**src/rtl/core_pkg.sv**
```systemverilog
// Shared types and constants for the core's pipeline control.
package core_pkg;

  localparam int unsigned REG_ADDR_W = 5;

  typedef enum logic [1:0] {
    ST_RUN      = 2'd0,
    ST_MEM_WAIT = 2'd1,
    ST_MDU_WAIT = 2'd2
  } state_t;

  // Enables of the PC and the four pipeline registers, oldest-to-youngest reversed.
  typedef struct packed {
    logic pc;
    logic if_id;
    logic id_ex;
    logic ex_mem;
    logic mem_wb;
  } pipe_en_t;

  // Bubble-insert requests; a flush overrides a deasserted enable.
  typedef struct packed {
    logic if_id;
    logic id_ex;
    logic ex_mem;
  } pipe_flush_t;

  localparam pipe_en_t    EN_ALL   = '{pc: 1'b1, if_id: 1'b1, id_ex: 1'b1, ex_mem: 1'b1, mem_wb: 1'b1};
  localparam pipe_en_t    EN_NONE  = '{pc: 1'b0, if_id: 1'b0, id_ex: 1'b0, ex_mem: 1'b0, mem_wb: 1'b0};
  // MDU freeze: everything up to EX holds, MEM/WB keeps draining.
  localparam pipe_en_t    EN_MDU   = '{pc: 1'b0, if_id: 1'b0, id_ex: 1'b0, ex_mem: 1'b0, mem_wb: 1'b1};
  // Load-use stall: front end holds, back end advances behind a bubble.
  localparam pipe_en_t    EN_LU    = '{pc: 1'b0, if_id: 1'b0, id_ex: 1'b0, ex_mem: 1'b1, mem_wb: 1'b1};
  localparam pipe_flush_t FL_NONE  = '{if_id: 1'b0, id_ex: 1'b0, ex_mem: 1'b0};

endpackage

```
**src/rtl/load_use_detect.sv**
```systemverilog
// Flags a load in EX whose destination is read by the instruction in ID.
module load_use_detect
  import core_pkg::*;
(
  input  logic                  ex_load,
  input  logic [REG_ADDR_W-1:0] ex_rd,
  input  logic [REG_ADDR_W-1:0] id_rs1,
  input  logic [REG_ADDR_W-1:0] id_rs2,
  input  logic                  id_uses_rs1,
  input  logic                  id_uses_rs2,
  output logic                  lu
);

  logic rs1_hit;
  logic rs2_hit;

  // x0 is never a real dependency, so a load to x0 never stalls.
  always_comb begin
    rs1_hit = id_uses_rs1 && (id_rs1 == ex_rd);
    rs2_hit = id_uses_rs2 && (id_rs2 == ex_rd);
    lu      = ex_load && (ex_rd != REG_ADDR_W'(0)) && (rs1_hit || rs2_hit);
  end

endmodule

```
**src/rtl/pipeline_hazard_ctrl.sv**
```systemverilog
// Stall/flush sequencer for the 5-stage core plus cycle/stall/redirect counters.
module pipeline_hazard_ctrl
  import core_pkg::*;
#(
  parameter int unsigned CNT_WIDTH = 32
) (
  input  logic                  clk,
  input  logic                  rst,
  input  logic [REG_ADDR_W-1:0] id_rs1,
  input  logic [REG_ADDR_W-1:0] id_rs2,
  input  logic                  id_uses_rs1,
  input  logic                  id_uses_rs2,
  input  logic                  ex_load,
  input  logic [REG_ADDR_W-1:0] ex_rd,
  input  logic                  ex_branch_taken,
  input  logic                  ex_mdu_op,
  input  logic                  mdu_done,
  input  logic                  mem_req,
  input  logic                  mem_ready,
  input  logic                  cnt_clear,
  output logic                  pc_en,
  output logic                  if_id_en,
  output logic                  id_ex_en,
  output logic                  ex_mem_en,
  output logic                  mem_wb_en,
  output logic                  if_id_flush,
  output logic                  id_ex_flush,
  output logic                  ex_mem_flush,
  output logic [CNT_WIDTH-1:0]  cycle_cnt,
  output logic [CNT_WIDTH-1:0]  stall_cnt,
  output logic [CNT_WIDTH-1:0]  redirect_cnt
);

  state_t      state;
  state_t      state_next;
  pipe_en_t    en;
  pipe_flush_t fl;
  logic        redirect;
  logic        lu;

  load_use_detect u_lu (
    .ex_load     (ex_load),
    .ex_rd       (ex_rd),
    .id_rs1      (id_rs1),
    .id_rs2      (id_rs2),
    .id_uses_rs1 (id_uses_rs1),
    .id_uses_rs2 (id_uses_rs2),
    .lu          (lu)
  );

  // State register; reset wins over any pending wait release.
  always_ff @(posedge clk) begin
    if (rst) begin
      state <= ST_RUN;
    end else begin
      state <= state_next;
    end
  end

  // Next state and zero-latency enable/flush decode, oldest hazard first.
  always_comb begin
    state_next = state;
    en         = EN_ALL;
    fl         = FL_NONE;
    redirect   = 1'b0;
    if (rst) begin
      en         = EN_NONE;
      state_next = ST_RUN;
    end else begin
      case (state)
        ST_RUN: begin
          if (mem_req && !mem_ready) begin
            // Younger hazards are frozen in place and re-examined after release.
            en         = EN_NONE;
            state_next = ST_MEM_WAIT;
          end else if (ex_mdu_op && !mdu_done) begin
            en         = EN_MDU;
            fl.ex_mem  = 1'b1;
            state_next = ST_MDU_WAIT;
          end else if (ex_branch_taken) begin
            // ID holds a wrong-path instruction, so any load-use there is moot.
            fl.if_id   = 1'b1;
            fl.id_ex   = 1'b1;
            redirect   = 1'b1;
          end else if (lu) begin
            // One bubble suffices: next cycle the load has left EX.
            en         = EN_LU;
            fl.id_ex   = 1'b1;
          end
        end
        ST_MEM_WAIT: begin
          if (!mem_ready) begin
            en = EN_NONE;
          end else begin
            state_next = ST_RUN;
          end
        end
        ST_MDU_WAIT: begin
          if (!mdu_done) begin
            en        = EN_MDU;
            fl.ex_mem = 1'b1;
          end else begin
            state_next = ST_RUN;
          end
        end
        default: begin
          state_next = ST_RUN;
        end
      endcase
    end
  end

  assign pc_en        = en.pc;
  assign if_id_en     = en.if_id;
  assign id_ex_en     = en.id_ex;
  assign ex_mem_en    = en.ex_mem;
  assign mem_wb_en    = en.mem_wb;
  assign if_id_flush  = fl.if_id;
  assign id_ex_flush  = fl.id_ex;
  assign ex_mem_flush = fl.ex_mem;

  // Performance counters; clear beats increment, all wrap silently.
  always_ff @(posedge clk) begin
    if (rst || cnt_clear) begin
      cycle_cnt    <= '0;
      stall_cnt    <= '0;
      redirect_cnt <= '0;
    end else begin
      cycle_cnt <= cycle_cnt + CNT_WIDTH'(1);
      if (!en.pc) begin
        stall_cnt <= stall_cnt + CNT_WIDTH'(1);
      end
      if (redirect) begin
        redirect_cnt <= redirect_cnt + CNT_WIDTH'(1);
      end
    end
  end

endmodule

```
**config.mk**
```make
export PLATFORM = sky130hd
export DESIGN_NAME = pipeline_hazard_ctrl
export DESIGN_NICKNAME = d
export VERILOG_FILES = /design/src/rtl/core_pkg.sv /design/src/rtl/load_use_detect.sv /design/src/rtl/pipeline_hazard_ctrl.sv
export SDC_FILE = /design/constraint.sdc
export NUM_CORES = 1
export LEC_CHECK = 0
export ABC_CLOCK_PERIOD_IN_PS = 1900
export CAP_MARGIN = 20
export CORE_MARGIN = 3
export CORE_UTILIZATION = 30
export CTS_CLUSTER_DIAMETER = 40
export DETAILED_ROUTE_END_ITERATION = 8
export GPL_TIMING_DRIVEN = 0
export SLEW_MARGIN = 10
export SYNTH_ARGS = -nofsm -noshare
export SYNTH_HDL_FRONTEND = slang
export SYNTH_SLANG_ARGS = --single-unit
export TNS_END_PERCENT = 30
```
**constraint.sdc**
```tcl
create_clock -name clk -period 1.9 [get_ports clk]
set_input_delay 0.38 -clock clk [delete_from_list [all_inputs] [get_ports clk]]
set_output_delay 0.38 -clock clk [all_outputs]
set_load 0.05 [all_outputs]
```
-- Yosys cells after proc, flatten, opt, wreduce, memory -nomap -nowiden
Index checks and enable logic that the tools add are counted.
- logic and storage cells: 54
- output and inout port bits: 104
- register bits after elaboration: 98
- input bits: 26
- mux-type cells: 27
- equality and inequality tests: 7
- reduce and logical (&&, ||, !) cells: 13
- add/subtract/negate cells: 3
- operators with widths (cell ; count):
    32-bit by 1-bit adder with 32-bit output (second input constant) ; 3
    5-bit two-way mux ; 7
    5-bit one-hot mux with 3 select lines ; 1
    2-bit two-way mux ; 6
    5-bit == test ; 2
    1-bit two-way mux ; 9
    1-bit logical AND ; 6
    3-bit two-way mux ; 2
    2-bit one-hot mux with 3 select lines ; 1
    5-bit nonzero test ; 1
    2-bit != test (second input constant) ; 2
    3-bit != test (second input constant) ; 1
    3-bit AND reduction ; 1
    2-bit by 1-bit == test with 1-bit output (second input constant) ; 1
    2-bit == test (second input constant) ; 1
    1-bit zero test ; 2
    2-bit zero test ; 1
    1-bit logical OR ; 2
    1-bit one-hot mux with 2 select lines ; 1

-- Longest topological paths before layout
Gate-level depths: netlist of the first run.
- depth after elaboration: 10
- depth in mapped cells: 8
- mapped depth without buffers: 7

-- Modules after synthesis
A second synthesis of the first run with hierarchy kept.
- cell total of the unflattened synthesis: 580
- area, all modules: 4790.8 um^2
- by module, submodules not included (module ; times used ; area an instance (um^2) ; seq. area each (um^2) ; cells each):
    pipeline_hazard_ctrl ; 1 ; 4657.0 ; 1961.9 ; 563
    load_use_detect ; 1 ; 133.9 ; 0.0 ; 17

-- Worst setup path after synthesis of the first run
OpenSTA, ideal clock, no wires.
- path kind: input-to-output
- from: input ex_mdu_op
- to: output if_id_en
- data required time: 1.520 ns
- data arrival time: 2.314 ns
- path buffers: 2
- setup slack: -0.794 ns
- cell stages on the path: 5
- cells stage by stage: or2_1 -> a221oi_2 -> o31a_1 -> buf_2 -> buf_4
- word-level cells in the longest chain between the ends: 5
- ends and longest elaborated chain (item ; RTL line ; source):
    from (decl) ; pipeline_hazard_ctrl.sv:16 ; input logic ex_mdu_op,
    1-bit logical AND ; pipeline_hazard_ctrl.sv:76 ; end else if (ex_mdu_op && !mdu_done) begin
    5-bit two-way mux ; pipeline_hazard_ctrl.sv:76 ;
    5-bit two-way mux ; pipeline_hazard_ctrl.sv:72 ; if (mem_req && !mem_ready) begin
    5-bit one-hot mux with 3 select lines ; pipeline_hazard_ctrl.sv:70 ; case (state)
    5-bit two-way mux ; pipeline_hazard_ctrl.sv:66 ; if (rst) begin
    to (decl) ; pipeline_hazard_ctrl.sv:22 ; output logic if_id_en,
No other way between the ends.

-- Worst setup path after layout of the first run
- from: input id_rs2[3]
- to: output if_id_en
- word-level cells in the longest chain between the ends: 10
- ends and longest elaborated chain (item ; RTL line ; source):
    from (decl) ; pipeline_hazard_ctrl.sv:10 ; input logic [REG_ADDR_W-1:0] id_rs2,
    5-bit == test ; load_use_detect.sv:20 ; rs2_hit = id_uses_rs2 && (id_rs2 == ex_rd);
    1-bit logical AND ; load_use_detect.sv:20 ;
    1-bit logical OR ; load_use_detect.sv:21 ; lu = ex_load && (ex_rd != REG_ADDR_W'(0)) && (rs1_hit || rs2_hit);
    1-bit logical AND ; load_use_detect.sv:21 ;
    5-bit two-way mux ; pipeline_hazard_ctrl.sv:85 ; end else if (lu) begin
    5-bit two-way mux ; pipeline_hazard_ctrl.sv:80 ; end else if (ex_branch_taken) begin
    5-bit two-way mux ; pipeline_hazard_ctrl.sv:76 ;
    5-bit two-way mux ; pipeline_hazard_ctrl.sv:72 ;
    5-bit one-hot mux with 3 select lines ; pipeline_hazard_ctrl.sv:70 ;
    5-bit two-way mux ; pipeline_hazard_ctrl.sv:66 ;
No other way between the ends.

==> results.md, run 1 <==
* CP cell instances: dlygate4sd2_1 > xnor2_1 > nand4_1 > o22a_1 > o31a_1 > buf_8 > buf_8 > buf_8
* CP startpoint: id_rs2[3]
* Setup slack after layout at -314 ps
* Async set-reset flop share out of synthesis at 0
* Die Span X at 132 um
* Vert. Die Dim at between 100 and 150 um
* Crit path buffers/inverters at 4
* DRC at 0
* IO Port Bufs at 128
* Die area at around 0.017 sq mm
* Post-synth top area share at 0.412
* WP depth at 8
* Failing checks: negative setup slack
* ANT nets after route at 0
* CTS clk-pin slew, worst paths at 70 ps
* Pre-CTS setup slack at -1310 ps
* Vias post-DR at ~4800
* Clk_lat worst skew at 360 ps
* Worst hold path type: reg -> reg
* Post-synth cell types at 50
* Register area share after synthesis at 0.412
* Post-synth top cells: 98 x dfxtp_1, 58 x nor2_1, 46 x a21oi_1
* Worst reg2reg setup slack at -140 ps
* Growth of design area from synthesis to finish at 51.3%
* DP Wirelength at 10100 um
* Slew margin rel. at 0.575
* Final Setup Violations at 40
* Total Nets Final at ~760
* Worst-path fanout max at 4
* Total wire length at between 10000 and 15000 um
* Hold Fails Final Rpt at 0
* RSZ-0062 raised after global routing: yes
* Maxcap violations at 0
* Cts bufs inserted at 9
* Placeable Area at around 0.015 sq mm
* CP Capture Type: output pin
* CTS tree: yes
* Vias in the first global route at just under 5000
* Fraction of layout cells with a size suffix above 1 at 0.212
* Pre-antenna DRT Iters at 4
* Syn Inst Count at 564
* Number of antenna diodes at 0
* CP Class: in -> out
* Yosys reg bits at 98
* Crit path max-delay family: buffers and inverters
* Cell taking the most area after synthesis: dfxtp_1
* Pwr per Cell Area at about 600 mW/mm^2
* Most used cell, CP: buf_8
* GPL Wtd Cong at between 0.7 and 0.8
* Worst R2R Start: state[1]$_SDFFE_PP0P_
* Critical Path Start Type: primary input
* Worst EP required at approximately 1500 ps
* Syn_nets at slightly below 600
* Initial cell density of the core at 0.310
* Num rows at between 40 and 50
* Gr usage total at 0.168
* TNS Setup at -4210 ps
* Clock Tree Buf Depth at 2
* Arrival time worst endpoint at approximately 1800 ps
* IO Pins at 130
* Total Power at between 4 and 5 mW
* Outcome: complete, but fails checks
* Min Tclk post-route at between 2000 and 2500 ps
* CTS HTree Levels at 3
* Num Clock Sinks at 98
* Mapped Area at 0.00477 sq mm
* Min Hold Slack at about 440 ps
* Warnings from Yosys at 0
* Top FF cell, synth: dfxtp_1
* Synth Area per Inst at about 8.5 sq um
* Filler instances at 1496
* Final clock skew at approximately 9 ps
* Root buf cell: clkbuf_16
* Max VDD drop at ~0.42 mV
* First-pass GRT wire length at between 20000 and 25000 um
* Largest net degree at the start of global routing at 19
* Worst Setup EP: if_id_en
* Drt wl/cell at about 16 um
* Worst path slowest cell: o31a_1
* Final Core Density at 0.469
* Final Cycle Share at 1.17
* Ranking of synthesized cells by area: dfxtp_1 41%, xnor2_1 5.7%, a21oi_1 4.8%
* Overflow left after global routing at 0
* R2R depth at 9
* Antenna violations before repair at 0
* Post-synth EDFFs at 0
* Largest stage delay, worst path at about 310 ps
* FMAX at between 400 and 500 MHz
* FF-to-FF End: stall_cnt[30]$_SDFFE_PP0N_
* Max Slew Vio Count at 0
* Most frequent cell after synthesis: dfxtp_1
* Reg area at between 0.0015 and 0.002 sq mm
* Via density at slightly above 5
* Area of the multi-input gates at 0.00301 sq mm
* Leakage at between 2 and 3 nW
* DR iter-0 viols at roughly 160
* Worst-Margin Slew at approximately 640 ps
-- cells by family (layout without fill, tap and decap cells) --
kind of cell | Yosys count | count (layout) | share of synthesized area
flops | 98 | 98 | 0.412
buf+inv | 40 | 207 | 0.0420
xor+xnor | 57 | 57 | 0.105
mux | 3 | 3 | 0.00630
simple gates | 263 | 263 | 0.306
compound gates | 100 | 100 | 0.122
fa+ha+maj | 3 | 3 | 0.00788
-- worst register-to-register path: stages (launching register included) --
cell and delay (ps):
dfxtp_4 350, buf_4 140, nor2_4 110, a221oi_4 90, buf_4 180, nor3_4 180, a21oi_4 90, buf_2 170
or4_1 540, a21oi_2 130
-- power breakdown --
part,internal [mW],total [mW],switching [mW]
logic,0.154,0.355,0.201
clock network,0.954,1.84,0.888
registers,2.05,2.06,0.00941
-- state kept, by name, summed over array words and instances (netlist names) --
| signal | cells |
|---|---|
| state | 2 |
| cycle_cnt | 32 |
| redirect_cnt | 32 |
| stall_cnt | 32 |
-- layer usage --
layer,GRT usage,up-vias,part of all wire
met4,0.0624,0,0.016
met2,0.276,124,0.47
li1,-,2361,-
met1,0.210,2306,0.45
met5,0,-,0
met3,0.0485,14,0.058
-- through the flow --
stage | area [sq um] | cells
after floorplan | 4830 | 564
after global placement | 6380 | 903
after detailed placement | 6380 | 903
after CTS | 7060 | 941
after global routing | 7210 | 942
final | 7210 | 942
-- cells in the final DEF (no fill, tap or decap), types with 4 or more instances in the layout --
cell,instances
clkbuf_16,12
o31ai_1,16
and4_1,7
buf_8,8
a21oi_2,10
nand4_1,20
o21ai_0,12
nand2_2,4
dlygate4sd2_1,105
xor2_1,26
or4_1,16
clkbuf_2,4
nand2_1,35
a21oi_1,36
buf_2,7
or3_1,25
buf_6,11
xnor2_1,30
nor3_4,10
and3_1,7
nand3_1,28
inv_1,15
nor4_4,7
buf_4,19
and2_1,6
dfxtp_1,87
o21ai_1,11
dfxtp_4,5
o21ai_2,5
nor3_2,5
clkbuf_1,10
nor2_1,55
dfxtp_2,6
-- layout make-up --
cell class                 instances  share of cell area
multi-input combinational        426               0.418
clock inverter                     6             0.00763
timing repair buffer             151               0.186
buffer                            25              0.0354
tap                              211              0.0366
inverter                          15             0.00781
sequential                        98               0.276
clock buffer                      10              0.0331
-- worst min-delay path by stage --
| stage | from | to | slack, ps | cells after the start |
|---|---|---|---|---|
| final | cycle_cnt[0]$_SDFF_PP0_ | cycle_cnt[0]$_SDFF_PP0_ | 440 | 1 |
| after global routing | cycle_cnt[0]$_SDFF_PP0_ | cycle_cnt[0]$_SDFF_PP0_ | 450 | 1 |
| after CTS | mdu_done | state[1]$_SDFFE_PP0P_ | 450 | 2 |
| after detailed placement | cycle_cnt[0]$_SDFF_PP0_ | cycle_cnt[0]$_SDFF_PP0_ | 450 | 1 |
| after global placement | cycle_cnt[0]$_SDFF_PP0_ | cycle_cnt[0]$_SDFF_PP0_ | 460 | 1 |
| after floorplan | mdu_done | state[1]$_SDFFE_PP0P_ | 460 | 1 |
-- timing repair --
action / in CTS / in global routing
hold buffers: 0 / 0
setup buffers: 20 / 1
pin swaps: 36 / 26
gates cloned: 2 / 0
gates resized for setup: 262 / 61
endpoints found under the setup margin: 186 / 77
Power figures use the tool's default switching activity.
==> inputs of run 2 (changes only) <==
--- a/config.mk
+++ b/config.mk
@@ -11,6 +11,7 @@
 export CORE_UTILIZATION = 30
 export CTS_CLUSTER_DIAMETER = 40
 export DETAILED_ROUTE_END_ITERATION = 8
+export GPL_ROUTABILITY_DRIVEN = 0
 export GPL_TIMING_DRIVEN = 0
 export SLEW_MARGIN = 10
 export SYNTH_ARGS = -nofsm -noshare
==> results of run 2 <==
No change in the layout: final DEF, timing and power equal those of run 1.
==> inputs of run 3 (changes only) <==
--- a/config.mk
+++ b/config.mk
@@ -12,8 +12,7 @@
 export CTS_CLUSTER_DIAMETER = 40
 export DETAILED_ROUTE_END_ITERATION = 8
 export GPL_ROUTABILITY_DRIVEN = 0
-export GPL_TIMING_DRIVEN = 0
-export SLEW_MARGIN = 10
+export SLEW_MARGIN = 25
 export SYNTH_ARGS = -nofsm -noshare
 export SYNTH_HDL_FRONTEND = slang
 export SYNTH_SLANG_ARGS = --single-unit
==> run 3 against run 2 <==
Effect of this change:
- global-route usage shrank 0.71 points
- the flow still finishes with violations (negative setup slack)
- via count rose by 2.3%
- core utilization is 0.92 points higher
- highest routed layer unchanged
- flip-flop and latch count is the same
- non-clock buffer count is 29 higher
- final area rose by 2.0%
- fmax is 1.0% higher
==> results.md, run 3 (same netlist as run 1, synthesis figures left out) <==
* Worst-Margin Slew at 612 ps (-26.2 ps)
* Pre-CTS setup slack at -681 ps (+627 ps)
* Vias in the first global route at 4888 (+0.27%)
* Crit path buffers/inverters at 3 (-1)
* Arrival time worst endpoint at 1810 ps (-20 ps)
* Growth of design area from synthesis to finish at 54.3%
* IO Pins at 130 (unchanged)
* Via density at 5.06 (-0.77%)
* Most common cell after layout, fill and taps aside: buf_4
* R2R depth at 10 (+1)
* Vert. Die Dim at 132 um (unchanged)
* Final Setup Violations at 31 (-23%)
* Worst reg2reg setup slack at -160 ps (-20 ps)
* Die Span X at 132 um (unchanged)
* DRC at 0 (unchanged)
* CTS clk-pin slew, worst paths at 70 ps (about the same)
* Final Cycle Share at 1.15 (-0.0120)
* Outcome: complete, but fails checks
* Leakage at 2.79 nW (-5.9%)
* ANT nets after route at 0 (unchanged)
* Crit path max-delay family: compound AO/OA/AOI/OAI gates
* Vias post-DR at 4915 (+2.3%)
* Total Power at 4.47 mW (+4.9%)
* First-pass GRT wire length at 23800 um (-2.5%)
* Die area at 0.0174 sq mm (unchanged)
* Clock Tree Buf Depth at 2 (unchanged)
* DR iter-0 viols at 178 (+13%)
* FMAX at 456 MHz (+1.0%)
* Slew margin rel. at 0.592 (+0.0175)
* Hold_sp: mdu_done
* Num Clock Sinks at 98 (unchanged)
* Commonest cells after routing, fill and taps aside: 156 x buf_4, 91 x dfxtp_1, 56 x nor2_1
* Worst R2R Start: state[0]$_SDFFE_PP0P_
* CTS HTree Levels at 3 (unchanged)
* Drt wl/cell at 14.8 um (-5.5%)
* CP Capture Type: output pin
* Pre-antenna DRT Iters at 4 (unchanged)
* Num rows at 45 (unchanged)
* Placeable Area at 0.0154 sq mm (unchanged)
* CP Class: reg -> out
* Largest stage delay, worst path at 330 ps (+20 ps)
* Hold Fails Final Rpt at 0 (unchanged)
* CTS tree: yes
* Initial cell density of the core at 0.310 (unchanged)
* Setup slack after layout at -291 ps (+22.8 ps)
* Total Nets Final at 784 (+3.8%)
* Largest net degree at the start of global routing at 57 (+38)
* Number of antenna diodes at 0 (unchanged)
* Gr usage total at 0.161 (-0.00706)
* Fraction of layout cells with a size suffix above 1 at 0.354 (+0.142)
* Critical Path Start Type: flop
* Total wire length at 14400 um (-2.6%)
* CP cell instances: or2_4 > a221oi_4 > buf_6 > o31a_1 > buf_12 > buf_12
* Root buf cell: clkbuf_16
* Most used cell, CP: buf_12
* Max VDD drop at 0.501 mV (+21%)
* RSZ-0062 raised after global routing: yes
* Final clock skew at 10.9 ps (+1.79 ps)
* Overflow left after global routing at 0 (unchanged)
* Worst path slowest cell: dfxtp_2
* Min Tclk post-route at 2190 ps (-22.8 ps)
* Failing checks: negative setup slack
* Worst Hold Depth at 3 (+2)
* Worst hold endpoint: state[1]$_SDFFE_PP0P_
* Cts bufs inserted at 9 (unchanged)
* IO Port Bufs at 129 (+0.78%)
* Max Slew Vio Count at 0 (unchanged)
* Antenna violations before repair at 0 (unchanged)
* DP Wirelength at 9910 um (-2.3%)
* Hold-fix buffers, CTS at 0 (unchanged)
* TNS Setup at -4750 ps (-540 ps)
* Maxcap violations at 0 (unchanged)
* FF-to-FF End: stall_cnt[7]$_SDFFE_PP0N_
* Worst EP required at 1520 ps (about the same)
* Worst-path fanout max at 3 (-1)
* Clk_lat worst skew at 350 ps (about the same)
* Largest regs: cycle_cnt: 32 flops, redirect_cnt: 32 flops, stall_cnt: 32 flops
* Worst hold path type: in -> reg
* Pwr per Cell Area at 608 mW/mm^2 (+2.9%)
-- run 3: cell count changes in the layout (fill, tap and decap cells not counted), moves of 7 or more --
cell	before	now
buf_4	19	156
or4_4	2	9
buf_8	8	0
or4_1	16	9
o21ai_0	12	22
buf_12	1	13
dlygate4sd2_1	105	19
clkbuf_1	10	1
-- run 3: stage by stage --
stage / instance area (sq um) / hold slack, ps / std cells / util
global placement: 6540 / 467 / 939 / 0.425
CTS: 7110 / 467 / 968 / 0.462
detailed placement: 6540 / 480 / 939 / 0.425
finish: 7350 / 490 / 971 / 0.478
floorplan: 4830 / 457 / 564 / -
global route: 7350 / 498 / 971 / 0.478
-- run 3: final cells by class --
type                            instances  area (sq um)
Timing Repair Buffer                  205          1820
Tap cell                              211           264
Multi-Input combinational cell        426          2920
Sequential cell                        98          1970
Clock buffer                           10           229
Inverter                               15          56.3
Clock inverter                          6          96.3
Fill cell                            1501          8020
-- run 3: repair_timing --
action,CTS,global route
pin swaps,30,14
cloned,2,1
setup buffers,13,3
endpoints found under the setup margin,63,71
resized for setup,67,44
-- run 3: per-layer routing --
metal | part of all wire | vias to the layer above | GRT usage
li1 | - | 2407 | -
met1 | 0.45 | 2361 | 0.205
met2 | 0.48 | 125 | 0.265
met3 | 0.056 | 22 | 0.0500
met4 | 0.015 | 0 | 0.0467
met5 | 0 | - | 0
-- run 3: how the worst max path moves through the flow --
stage / slack, ps / cells after the start / from / endpoint
after floorplan: -340 / 5 / ex_mdu_op / if_id_en
after global placement: -580 / 8 / ex_rd[1] / stall_cnt[4]$_SDFFE_PP0N_
after detailed placement: -680 / 8 / mdu_done / stall_cnt[23]$_SDFFE_PP0N_
after CTS: -290 / 6 / state[1]$_SDFFE_PP0P_ / pc_en
after global routing: -370 / 6 / state[1]$_SDFFE_PP0P_ / if_id_en
final: -290 / 6 / state[1]$_SDFFE_PP0P_ / pc_en
-- run 3: power by group --
part | internal [mW] | switching (mW)
combinational | 0.180 | 0.202
clock | 1.17 | 0.852
sequential | 2.06 | 0.00594
total | 3.41 | 1.06
-- run 3: worst reg2reg max path: cells and delay by family (launching register included) --
family / cells / cell delay (ps)
and+or+nand+nor: 2 / 550
DFF: 1 / 350
buffers and inverters: 4 / 550
AOI/OAI and AO/OA: 4 / 530
